File: src/rtl/gpu_mem_arbiter_if.sv
// Memory-request bundle between NUM_REQ requesters, the arbiter and the downstream
// AXI master bridge.
//   slave  : arbiter view. It takes requests and m_* completions in, and drives
//            grants, responses and the downstream request out.
//   master : environment view (requesters plus bridge), the mirror of slave.
interface gpu_mem_arbiter_if #(
  parameter int unsigned NUM_REQ    = 4,
  parameter int unsigned ADDR_WIDTH = 32,
  parameter int unsigned DATA_WIDTH = 32
);
  localparam int unsigned StrbWidth = DATA_WIDTH / 8;
  localparam int unsigned PtrWidth  = (NUM_REQ > 1) ? $clog2(NUM_REQ) : 1;

  logic [NUM_REQ-1:0]            req_valid;
  logic [NUM_REQ-1:0]            req_is_write;
  logic [NUM_REQ*ADDR_WIDTH-1:0] req_addr;
  logic [NUM_REQ*DATA_WIDTH-1:0] req_wdata;
  logic [NUM_REQ*StrbWidth-1:0]  req_wstrb;
  logic [NUM_REQ-1:0]            req_ready;
  logic [NUM_REQ-1:0]            resp_valid;
  logic [DATA_WIDTH-1:0]         resp_rdata;
  logic [NUM_REQ-1:0]            resp_ready;

  logic                          m_req_valid;
  logic                          m_req_is_write;
  logic [ADDR_WIDTH-1:0]         m_req_addr;
  logic [DATA_WIDTH-1:0]         m_req_wdata;
  logic [StrbWidth-1:0]          m_req_wstrb;
  logic                          m_req_ready;
  logic [DATA_WIDTH-1:0]         m_resp_rdata;
  logic                          m_resp_valid;
  logic                          m_resp_ready;

  logic                          busy;
  logic [PtrWidth-1:0]           cur_grant;

  modport slave (
    input  req_valid, req_is_write, req_addr, req_wdata, req_wstrb, resp_ready,
    input  m_req_ready, m_resp_rdata, m_resp_valid,
    output req_ready, resp_valid, resp_rdata,
    output m_req_valid, m_req_is_write, m_req_addr, m_req_wdata, m_req_wstrb, m_resp_ready,
    output busy, cur_grant
  );

  modport master (
    output req_valid, req_is_write, req_addr, req_wdata, req_wstrb, resp_ready,
    output m_req_ready, m_resp_rdata, m_resp_valid,
    input  req_ready, resp_valid, resp_rdata,
    input  m_req_valid, m_req_is_write, m_req_addr, m_req_wdata, m_req_wstrb, m_resp_ready,
    input  busy, cur_grant
  );
endinterface

File: src/rtl/gpu_mem_arbiter.sv
// Round-robin arbiter sharing one memory-request channel between NUM_REQ requesters.
// It keeps a single transaction in flight: it latches the winner, issues the request
// downstream, captures the completion and hands it back to the requester that issued it.
// Ports:
//   clk    - clock
//   rst_n  - asynchronous active-low reset
//   bus_io - request, response, downstream and status signals (slave view)
module gpu_mem_arbiter #(
  parameter int unsigned NUM_REQ    = 4,
  parameter int unsigned ADDR_WIDTH = 32,
  parameter int unsigned DATA_WIDTH = 32
) (
  input logic              clk,
  input logic              rst_n,
  gpu_mem_arbiter_if.slave bus_io
);
  localparam int unsigned StrbWidth = DATA_WIDTH / 8;
  localparam int unsigned PtrWidth  = (NUM_REQ > 1) ? $clog2(NUM_REQ) : 1;
  localparam logic [PtrWidth-1:0] LastIdx = PtrWidth'(NUM_REQ - 1);

  typedef enum logic [1:0] {StIdle, StIssue, StWaitResp, StReturn} state_e;

  state_e                state_q, state_d;
  logic [PtrWidth-1:0]   rr_ptr_q, rr_ptr_d;
  logic [PtrWidth-1:0]   grant_q, grant_d;
  logic                  is_write_q, is_write_d;
  logic [ADDR_WIDTH-1:0] addr_q, addr_d;
  logic [DATA_WIDTH-1:0] wdata_q, wdata_d;
  logic [StrbWidth-1:0]  wstrb_q, wstrb_d;
  logic [DATA_WIDTH-1:0] rdata_q, rdata_d;

  // Round-robin pick: first valid requester at or above rr_ptr, wrapping.
  logic                pick_found;
  logic [PtrWidth-1:0] pick_idx;
  logic [PtrWidth-1:0] cand_idx;
  int unsigned         cand;

  always_comb begin
    pick_found = 1'b0;
    pick_idx   = '0;
    cand_idx   = '0;
    cand       = 0;
    for (int unsigned i = 0; i < NUM_REQ; i++) begin
      cand     = (32'(rr_ptr_q) + i) % NUM_REQ;
      cand_idx = PtrWidth'(cand);
      if (!pick_found && bus_io.req_valid[cand_idx]) begin
        pick_found = 1'b1;
        pick_idx   = cand_idx;
      end
    end
  end

  // State register.
  always_ff @(posedge clk or negedge rst_n) begin
    if (!rst_n) begin
      state_q <= StIdle;
    end else begin
      state_q <= state_d;
    end
  end

  // Next-state logic.
  always_comb begin
    state_d = state_q;
    case (state_q)
      StIdle:     if (pick_found) state_d = StIssue;
      StIssue:    if (bus_io.m_req_ready) state_d = StWaitResp;
      StWaitResp: if (bus_io.m_resp_valid) state_d = StReturn;
      StReturn:   if (bus_io.resp_ready[grant_q]) state_d = StIdle;
      default:    state_d = StIdle;
    endcase
  end

  // Holding registers, pointer and captured response.
  always_comb begin
    rr_ptr_d   = rr_ptr_q;
    grant_d    = grant_q;
    is_write_d = is_write_q;
    addr_d     = addr_q;
    wdata_d    = wdata_q;
    wstrb_d    = wstrb_q;
    rdata_d    = rdata_q;
    if (state_q == StIdle && pick_found) begin
      grant_d    = pick_idx;
      is_write_d = bus_io.req_is_write[pick_idx];
      addr_d     = bus_io.req_addr[pick_idx*ADDR_WIDTH +: ADDR_WIDTH];
      wdata_d    = bus_io.req_wdata[pick_idx*DATA_WIDTH +: DATA_WIDTH];
      wstrb_d    = bus_io.req_wstrb[pick_idx*StrbWidth +: StrbWidth];
    end
    if (state_q == StWaitResp && bus_io.m_resp_valid) begin
      rdata_d = bus_io.m_resp_rdata;
    end
    if (state_q == StReturn && bus_io.resp_ready[grant_q]) begin
      // Explicit wrap keeps non-power-of-two NUM_REQ correct.
      rr_ptr_d = (grant_q == LastIdx) ? '0 : grant_q + 1'b1;
    end
  end

  always_ff @(posedge clk or negedge rst_n) begin
    if (!rst_n) begin
      rr_ptr_q   <= '0;
      grant_q    <= '0;
      is_write_q <= 1'b0;
      addr_q     <= '0;
      wdata_q    <= '0;
      wstrb_q    <= '0;
      rdata_q    <= '0;
    end else begin
      rr_ptr_q   <= rr_ptr_d;
      grant_q    <= grant_d;
      is_write_q <= is_write_d;
      addr_q     <= addr_d;
      wdata_q    <= wdata_d;
      wstrb_q    <= wstrb_d;
      rdata_q    <= rdata_d;
    end
  end

  // Outputs.
  logic [NUM_REQ-1:0] req_ready, resp_valid;
  logic               m_req_valid, m_req_is_write, m_resp_ready;
  logic [ADDR_WIDTH-1:0] m_req_addr;
  logic [DATA_WIDTH-1:0] m_req_wdata;
  logic [StrbWidth-1:0]  m_req_wstrb;

  always_comb begin
    req_ready      = '0;
    resp_valid     = '0;
    m_req_valid    = 1'b0;
    m_req_is_write = 1'b0;
    m_req_addr     = '0;
    m_req_wdata    = '0;
    m_req_wstrb    = '0;
    m_resp_ready   = 1'b0;
    case (state_q)
      StIdle: begin
        // Grant pulse is combinational from req_valid, so mask it while in reset.
        if (rst_n && pick_found) req_ready[pick_idx] = 1'b1;
      end
      StIssue: begin
        m_req_valid    = 1'b1;
        m_req_is_write = is_write_q;
        m_req_addr     = addr_q;
        m_req_wdata    = wdata_q;
        m_req_wstrb    = wstrb_q;
      end
      StWaitResp: m_resp_ready = 1'b1;
      StReturn:   resp_valid[grant_q] = 1'b1;
      default: ;
    endcase
  end

  assign bus_io.req_ready      = req_ready;
  assign bus_io.resp_valid     = resp_valid;
  assign bus_io.resp_rdata     = rdata_q;
  assign bus_io.m_req_valid    = m_req_valid;
  assign bus_io.m_req_is_write = m_req_is_write;
  assign bus_io.m_req_addr     = m_req_addr;
  assign bus_io.m_req_wdata    = m_req_wdata;
  assign bus_io.m_req_wstrb    = m_req_wstrb;
  assign bus_io.m_resp_ready   = m_resp_ready;
  assign bus_io.busy           = (state_q != StIdle);
  assign bus_io.cur_grant      = (state_q == StIdle) ? '0 : grant_q;
endmodule

File: src/flat_wrapper.sv
// flat-port wrapper written by rule: the top's interface ports become plain ports
module gpu_mem_arbiter_flat 
#(
  parameter int unsigned NUM_REQ    = 4,
  parameter int unsigned ADDR_WIDTH = 32,
  parameter int unsigned DATA_WIDTH = 32
)
  (clk, rst_n, bus_io_req_valid, bus_io_req_is_write, bus_io_req_addr, bus_io_req_wdata, bus_io_req_wstrb, bus_io_resp_ready, bus_io_m_req_ready, bus_io_m_resp_rdata, bus_io_m_resp_valid, bus_io_req_ready, bus_io_resp_valid, bus_io_resp_rdata, bus_io_m_req_valid, bus_io_m_req_is_write, bus_io_m_req_addr, bus_io_m_req_wdata, bus_io_m_req_wstrb, bus_io_m_resp_ready, bus_io_busy, bus_io_cur_grant);
  gpu_mem_arbiter_if #(.NUM_REQ(NUM_REQ), .ADDR_WIDTH(ADDR_WIDTH), .DATA_WIDTH(DATA_WIDTH)) bus_io_i ();
  input logic clk;
  input logic rst_n;
  input wire logic [$bits(bus_io_i.req_valid)-1:0] bus_io_req_valid;
  input wire logic [$bits(bus_io_i.req_is_write)-1:0] bus_io_req_is_write;
  input wire logic [$bits(bus_io_i.req_addr)-1:0] bus_io_req_addr;
  input wire logic [$bits(bus_io_i.req_wdata)-1:0] bus_io_req_wdata;
  input wire logic [$bits(bus_io_i.req_wstrb)-1:0] bus_io_req_wstrb;
  input wire logic [$bits(bus_io_i.resp_ready)-1:0] bus_io_resp_ready;
  input wire logic [$bits(bus_io_i.m_req_ready)-1:0] bus_io_m_req_ready;
  input wire logic [$bits(bus_io_i.m_resp_rdata)-1:0] bus_io_m_resp_rdata;
  input wire logic [$bits(bus_io_i.m_resp_valid)-1:0] bus_io_m_resp_valid;
  output wire logic [$bits(bus_io_i.req_ready)-1:0] bus_io_req_ready;
  output wire logic [$bits(bus_io_i.resp_valid)-1:0] bus_io_resp_valid;
  output wire logic [$bits(bus_io_i.resp_rdata)-1:0] bus_io_resp_rdata;
  output wire logic [$bits(bus_io_i.m_req_valid)-1:0] bus_io_m_req_valid;
  output wire logic [$bits(bus_io_i.m_req_is_write)-1:0] bus_io_m_req_is_write;
  output wire logic [$bits(bus_io_i.m_req_addr)-1:0] bus_io_m_req_addr;
  output wire logic [$bits(bus_io_i.m_req_wdata)-1:0] bus_io_m_req_wdata;
  output wire logic [$bits(bus_io_i.m_req_wstrb)-1:0] bus_io_m_req_wstrb;
  output wire logic [$bits(bus_io_i.m_resp_ready)-1:0] bus_io_m_resp_ready;
  output wire logic [$bits(bus_io_i.busy)-1:0] bus_io_busy;
  output wire logic [$bits(bus_io_i.cur_grant)-1:0] bus_io_cur_grant;
  assign bus_io_i.req_valid = bus_io_req_valid;
  assign bus_io_i.req_is_write = bus_io_req_is_write;
  assign bus_io_i.req_addr = bus_io_req_addr;
  assign bus_io_i.req_wdata = bus_io_req_wdata;
  assign bus_io_i.req_wstrb = bus_io_req_wstrb;
  assign bus_io_i.resp_ready = bus_io_resp_ready;
  assign bus_io_i.m_req_ready = bus_io_m_req_ready;
  assign bus_io_i.m_resp_rdata = bus_io_m_resp_rdata;
  assign bus_io_i.m_resp_valid = bus_io_m_resp_valid;
  assign bus_io_req_ready = bus_io_i.req_ready;
  assign bus_io_resp_valid = bus_io_i.resp_valid;
  assign bus_io_resp_rdata = bus_io_i.resp_rdata;
  assign bus_io_m_req_valid = bus_io_i.m_req_valid;
  assign bus_io_m_req_is_write = bus_io_i.m_req_is_write;
  assign bus_io_m_req_addr = bus_io_i.m_req_addr;
  assign bus_io_m_req_wdata = bus_io_i.m_req_wdata;
  assign bus_io_m_req_wstrb = bus_io_i.m_req_wstrb;
  assign bus_io_m_resp_ready = bus_io_i.m_resp_ready;
  assign bus_io_busy = bus_io_i.busy;
  assign bus_io_cur_grant = bus_io_i.cur_grant;
  gpu_mem_arbiter #(.NUM_REQ(NUM_REQ), .ADDR_WIDTH(ADDR_WIDTH), .DATA_WIDTH(DATA_WIDTH)) u_core (.clk(clk), .rst_n(rst_n), .bus_io(bus_io_i));
endmodule
File: config.mk
export PLATFORM = sky130hd
export DESIGN_NAME = gpu_mem_arbiter_flat
export DESIGN_NICKNAME = d
export VERILOG_FILES = /design/src/rtl/gpu_mem_arbiter_if.sv /design/src/rtl/gpu_mem_arbiter.sv /design/src/flat_wrapper.sv
export SDC_FILE = /design/constraint.sdc
export NUM_CORES = 1
export LEC_CHECK = 0
export CORE_AREA = 2 2 169 171
export CTS_CLUSTER_SIZE = 40
export DETAILED_ROUTE_END_ITERATION = 10
export DIE_AREA = 0 0 171 173
export GPL_TIMING_DRIVEN = 0
export SYNTH_ARGS = -nofsm -noshare
export SYNTH_HDL_FRONTEND = slang
export SYNTH_SLANG_ARGS = --single-unit
File: constraint.sdc
create_clock -name clk -period 2.7 [get_ports clk]
set_input_delay 0.27 -clock clk [delete_from_list [all_inputs] [get_ports clk]]
set_output_delay 0.27 -clock clk [all_outputs]
set_load 0.02 [all_outputs]
==> results of run 1 <==
[layout by cell type, fill, tap and decap left out, types with 2 or more instances in the layout]
cell,instances
clkinv_4,2
dfrtp_1,107
buf_1,4
ha_1,6
a221o_1,13
nor2_1,72
mux2i_1,13
mux2_2,77
clkbuf_16,9
dlymetal6s2s_1,11
and2_1,73
buf_6,7
o21ai_0,5
mux2_1,13
buf_4,3
clkbuf_8,4
buf_2,7
nand2b_1,4
a21oi_1,60
a221oi_1,56
and3_1,5
inv_1,9
nand2_1,64
o22a_1,13
inv_8,2
dlygate4sd2_1,6
clkdlybuf4s15_1,2
clkdlybuf4s50_1,411
clkbuf_2,7
a21o_1,2
clkbuf_1,26
[report_power, final]
part / internal [uW] / total [uW] / switching (uW)
Clock: 741 / 1440 / 700
Sequential: 2430 / 2820 / 397
Combinational: 3530 / 7540 / 4010
Total: 6700 / 11800 / 5110
[sequential cells by signal (all words and copies together) (netlist names)]
register                  flops
u_core.addr_q                32
u_core.bus_io.resp_rdata     32
u_core.grant_q                2
u_core.is_write_q             1
u_core.rr_ptr_q               2
u_core.state_q                2
u_core.wdata_q               32
u_core.wstrb_q                4
[stage by stage]
stage,hold WS (ns),util,setup WS [ns]
after detailed placement,0.248,0.409,-0.635
after global routing,0.450,0.425,0.00146
after floorplan,-0.0256,-,0.665
after CTS,0.415,0.424,0.00537
after global placement,0.482,0.408,-3.63
final,0.400,0.425,0.104
[critical path: cells and delay by family (launching register included)]
kind,cells,cell delay (ns)
AND/OR/NAND/NOR,1,0.16
buffers and inverters,4,1.13
flip-flops,1,0.43
adder cells (fa/ha/maj),1,0.24
[per-layer routing]
layer | global-route usage | up-vias | wire [um]
li1 | - | 3295 | -
met1 | 0.239 | 3367 | 12400
met2 | 0.357 | 272 | 15400
met3 | 0.0417 | 31 | 2100
met4 | 0.0572 | 0 | 670
met5 | 0 | - | 0
[how the worst max path moves through the flow]
stage	cells after the start	to	slack, ns
after floorplan	6	bus_io_req_ready[0]	0.67
after global placement	3	bus_io_req_ready[3]	-3.63
after detailed placement	6	bus_io_m_req_wdata[26]	-0.63
after CTS	6	bus_io_req_ready[0]	0.005
after global routing	6	bus_io_m_req_wdata[5]	0.001
final	6	bus_io_m_req_wdata[15]	0.10
[cell families after synthesis]
logic type,count (synthesis),synth area share
muxes,104,0.180
buffers and inverters,69,0.0494
adders and majority gates,8,0.0154
DFF,107,0.413
AOI/OAI and AO/OA,158,0.180
and+or+nand+nor,223,0.163
[area by class of cell]
type,instances,share of cell area
inverter,9,0.00288
buffer,57,0.0286
clock buffer,9,0.0192
tap,378,0.0403
clock inverter,7,0.00714
multi-input combinational,493,0.300
sequential,107,0.228
timing repair buffer,435,0.374
[timing repair]
item | CTS | global route
gates cloned | 0 | 0
setup buffers | 2 | 0
hold buffers | 1 | 0
endpoints found under the hold margin | 46 | 0
gates resized for setup | 36 | 16
pin swaps | 0 | 0
endpoints found under the setup margin | 73 | 14
==> flow_summary.toml, run 1 <==
[floorplanning]
die_area_um2 = 29600
die_x_um = 171
core-area_um2 = 27600
die_y_um = 173
io_pins = 434
rows = 61
start_util = 0.235

[worst_setup_path]
crit_chain = "inv_1 -> ha_4 -> buf_4 -> clkbuf_2 -> and2_1 -> clkdlybuf4s50_1"
worstSetupStartpointType = "flop"
rr_worst_depth = 8
end_kind = "output port"
critPathSlowestCell = "clkdlybuf4s50_1"
worstPathRequired_ns = 2.43
reg2reg_from = "u_core.rr_ptr_q[1]"
crit_arrival_ns = 2.33
crit_path_start = "u_core.state_q[1]"
path_class = "flop to output port"
max_stage_delay_ns = 0.64
cp_max_fo = 10
r2r-end = "u_core.addr_q[20]"
r2r_setup_slack_ns = 0.27

[synth]
ys_seq_area_frac = 0.413
synth_top_area_cell = "dfrtp_1"
ys.flop_type = "dfrtp_1"
synth.distinct_cells = 37
synth_commonest_cells = "dfrtp_1, mux2_2, and2_1, nor2_1, nand2_1"
ys_ff_latch = 107
synthArstFlopShare = 1.00
synth_top_area_frac = 0.413
synth_edf_count = 0
synth_most_common_cell = "dfrtp_1"
syn_area_um2 = 6490
syn_area_per_cell_um2 = 9.70
ys.warnings.count = 0
netlist_instances = 669
synth_area_leaders = "dfrtp_1, mux2_2, a221oi_1"
syn_nets = 997

[pwr]
p_per_area_nw_per_um2 = 1010
vdd_drop_max_mv = 0.435
power_uw = 11800
leakagePower_uw = 0.00481

[clock_network]
clock-sinks = 107
clk_latency_ns = 0.36
cts_tree = "yes"
cts_max_level = 3
cts_root_buffer = "clkbuf_16"
clock_path_buffers = 2
clk_pin_slew_ns = 0.09
cts-buffers-inserted = 9

[layout]
syn_to_final_growth_pct = 80.9
stdcell_count = 1495
n_antenna_cell = 0
nets = 1440
multi_input_area_um2 = 3520
fill_cells = 2774
final_cell_area_um2 = 11700
drive_gt1_frac = 0.118
regArea_um2 = 2680

[routing]
routed_wirelength_mm = 30.5
post_drt_wl_per_cell_um = 20.4
viasPerCell = 4.66
drc = 0
drt-pass1-iter-count = 5
vias = 6965
initialDrtViolationCount = 261
ant_nets = 0

[flow_run]
drv_cap = 0

[placed_design]
dp.cells = 1479
place_area_um2 = 11300
place.gp.congestion = 0.818
numPortBuffers = 431
hpwl_mm = 24.6

[global_route]
grt_max_degree = 65
track_usage = 0.200
grt_pass1_vias = 7300
antenna_found_initial = 0
grt_first_pass_wirelength_mm = 44.4
grt-ovfl-total = 0

[timing]
layout_min_cycle_time_ns = 2.60
rsz0062_at_grt = "no"
slew_headroom = 0.433
maxSlewViolCount = 0
skew_ns = 0.0180
setup_tns_ns = 0
worst-slew-pin-transition_ns = 0.850
max_clock_freq_ghz = 0.385
post-route-period-util = 0.962
hold_viol = 0
finalSetupViolations = 0

[min_path]
hold_path_class = "input port to async pin"

[outcome]
status = "finished, final reports clean"
No activity file was read; power rests on OpenSTA's default activity.
==> run 2, diff against run 1 <==
--- a/config.mk
+++ b/config.mk
@@ -6,10 +6,12 @@
 export NUM_CORES = 1
 export LEC_CHECK = 0
 export CORE_AREA = 2 2 169 171
-export CTS_CLUSTER_SIZE = 40
+export CTS_CLUSTER_SIZE = 28
 export DETAILED_ROUTE_END_ITERATION = 10
 export DIE_AREA = 0 0 171 173
 export GPL_TIMING_DRIVEN = 0
+export REMOVE_ABC_BUFFERS = 1
+export SLEW_MARGIN = 30
 export SYNTH_ARGS = -nofsm -noshare
 export SYNTH_HDL_FRONTEND = slang
 export SYNTH_SLANG_ARGS = --single-unit
==> flow_summary.toml, run 2 (synthesis gave the netlist of run 1 again) <==
[global_route]
antenna_found_initial = 0
track_usage = 0.181
grt-ovfl-total = 0
grt_first_pass_wirelength_mm = 41.5
grt_pass1_vias = 7289
grt_max_degree = 64

[clock_network]
cts-buffers-inserted = 9
cts_root_buffer = "clkbuf_16"
clk_latency_ns = 0.35
cts_max_level = 3
clock-sinks = 107
cts_tree = "yes"
clock_path_buffers = 2
clk_pin_slew_ns = 0.09

[timing]
skew_ns = 0.0156
setup_tns_ns = 0
whs_ns = 0.392
post-route-period-util = 0.964
maxSlewViolCount = 0
worst-slew-pin-transition_ns = 0.798
max_clock_freq_ghz = 0.384
rsz0062_at_grt = "no"
layout_min_cycle_time_ns = 2.60
slew_headroom = 0.466
hold_viol = 0
finalSetupViolations = 0

[worst_setup_path]
worstPathRequired_ns = 2.43
cp_max_fo = 26
crit_arrival_ns = 2.33
end_kind = "output port"
path_class = "input port to output port"
worstSetupStartpointType = "input port"

[layout]
fill_cells = 2741
final_cell_mix = "clkdlybuf4s50_1, dfrtp_1, mux2_2"
n_antenna_cell = 0
syn_to_final_growth_pct = 81.2
regArea_um2 = 2680
fin_util = 0.426
final_common_cell = "clkdlybuf4s50_1"
final_cell_area_um2 = 11800
nets = 1400
drive_gt1_frac = 0.116
multi_input_area_um2 = 3600

[floorplanning]
core-area_um2 = 27600
rows = 61
die_y_um = 173
start_util = 0.235
io_pins = 434
die_area_um2 = 29600
die_x_um = 171

[pwr]
p_per_area_nw_per_um2 = 1010
power_uw = 11900
vdd_drop_max_mv = 0.551
leakagePower_uw = 0.00461

[placed_design]
place_area_um2 = 11300
hpwl_mm = 20.7
numPortBuffers = 433
place.gp.congestion = 0.764

[routing]
ant_nets = 0
drt-pass1-iter-count = 4
drc = 0
vias = 6817
routed_wirelength_mm = 28.0
initialDrtViolationCount = 260
viasPerCell = 4.69
post_drt_wl_per_cell_um = 19.2

[flow_run]
drv_cap = 0

[outcome]
status = "finished, final reports clean"

[min_path]
hold_path_class = "input port to async pin"
==> run 2: changes by cell type in the layout (fill, tap and decap cells not counted), moves of 2 or more <==
| cell | delta |
|---|---|
| buf_1 | -4 |
| clkbuf_8 | -4 |
| buf_2 | -7 |
| clkdlybuf4s15_1 | -2 |
| clkbuf_1 | -25 |
| clkdlybuf4s50_1 | +16 |
| buf_6 | -6 |
| inv_8 | -2 |
| buf_8 | +4 |
| buf_12 | +5 |
| buf_16 | +3 |
| clkbuf_2 | -7 |
| dlymetal6s2s_1 | -11 |
==> run 2: metal layers <==
| metal | GRT usage | up-vias | wire length [um] |
|---|---|---|---|
| li1 | - | 3206 | - |
| met1 | 0.208 | 3270 | 11000 |
| met2 | 0.322 | 313 | 13800 |
| met3 | 0.0584 | 28 | 2680 |
| met4 | 0.0441 | 0 | 476 |
| met5 | 0 | - | 0 |
==> run 2: area by class of cell <==
cell class / instances / share of cell area
multi-input combinational: 494 / 0.306
timing repair buffer: 451 / 0.395
inverter: 9 / 0.00287
clock inverter: 6 / 0.00809
clock buffer: 10 / 0.0195
tap: 378 / 0.0402
sequential: 107 / 0.228
==> run 2: path summary, 6_finish.rpt <==
path | to | slack [ns] | start | depth (start not counted)
setup / recovery | bus_io_req_ready[1] | 0.1 | bus_io_req_valid[3] | 7
hold / removal | u_core.bus_io.resp_rdata[26] | 0.39 | rst_n | 2
setup reg to reg | u_core.wdata_q[22] | 0.18 | u_core.rr_ptr_q[1] | 7
hold reg to reg | u_core.wdata_q[6] | 0.50 | u_core.wdata_q[6] | 1
max in group asynchronous | u_core.wstrb_q[1] | 1.61 | rst_n | 3
min in group clk | u_core.wdata_q[6] | 0.50 | u_core.wdata_q[6] | 1
==> run 2: worst max-delay path, cell delays in order <==
cell and delay (ns):
clkdlybuf4s50_1 0.63, nor4_4 0.48, nor2_4 0.10, buf_16 0.18
buf_16 0.17, and3_1 0.17, dlygate4sd2_1 0.31
==> run 2: report_power, final <==
| part | leakage [uW] | switching [uW] | internal (uW) | total, uW |
|---|---|---|---|---|
| logic | 0.00324 | 3840 | 3660 | 7500 |
| clock network | 0.000158 | 670 | 827 | 1500 |
| registers | 0.00122 | 456 | 2430 | 2880 |
==> run 2: repair_timing <==
| item | 4_1_cts | 5_1_grt |
|---|---|---|
| hold endpoints to repair | 44 | 0 |
| resized for setup | 11 | 1 |
| endpoints found under the setup margin | 4 | 24 |
| cloned | 1 | 0 |
| setup buffers | 3 | 1 |
| hold buffers | 1 | 0 |
| pin swaps | 3 | 1 |
==> run 2: per-stage QoR <==
step                      setup WS [ns]  std cells
after CTS                        0.0307       1454
after floorplan                   -1.26        609
final                            0.0968       1455
after detailed placement         -0.574       1433
after global placement            -4.16       1420
after global routing            0.00396       1455
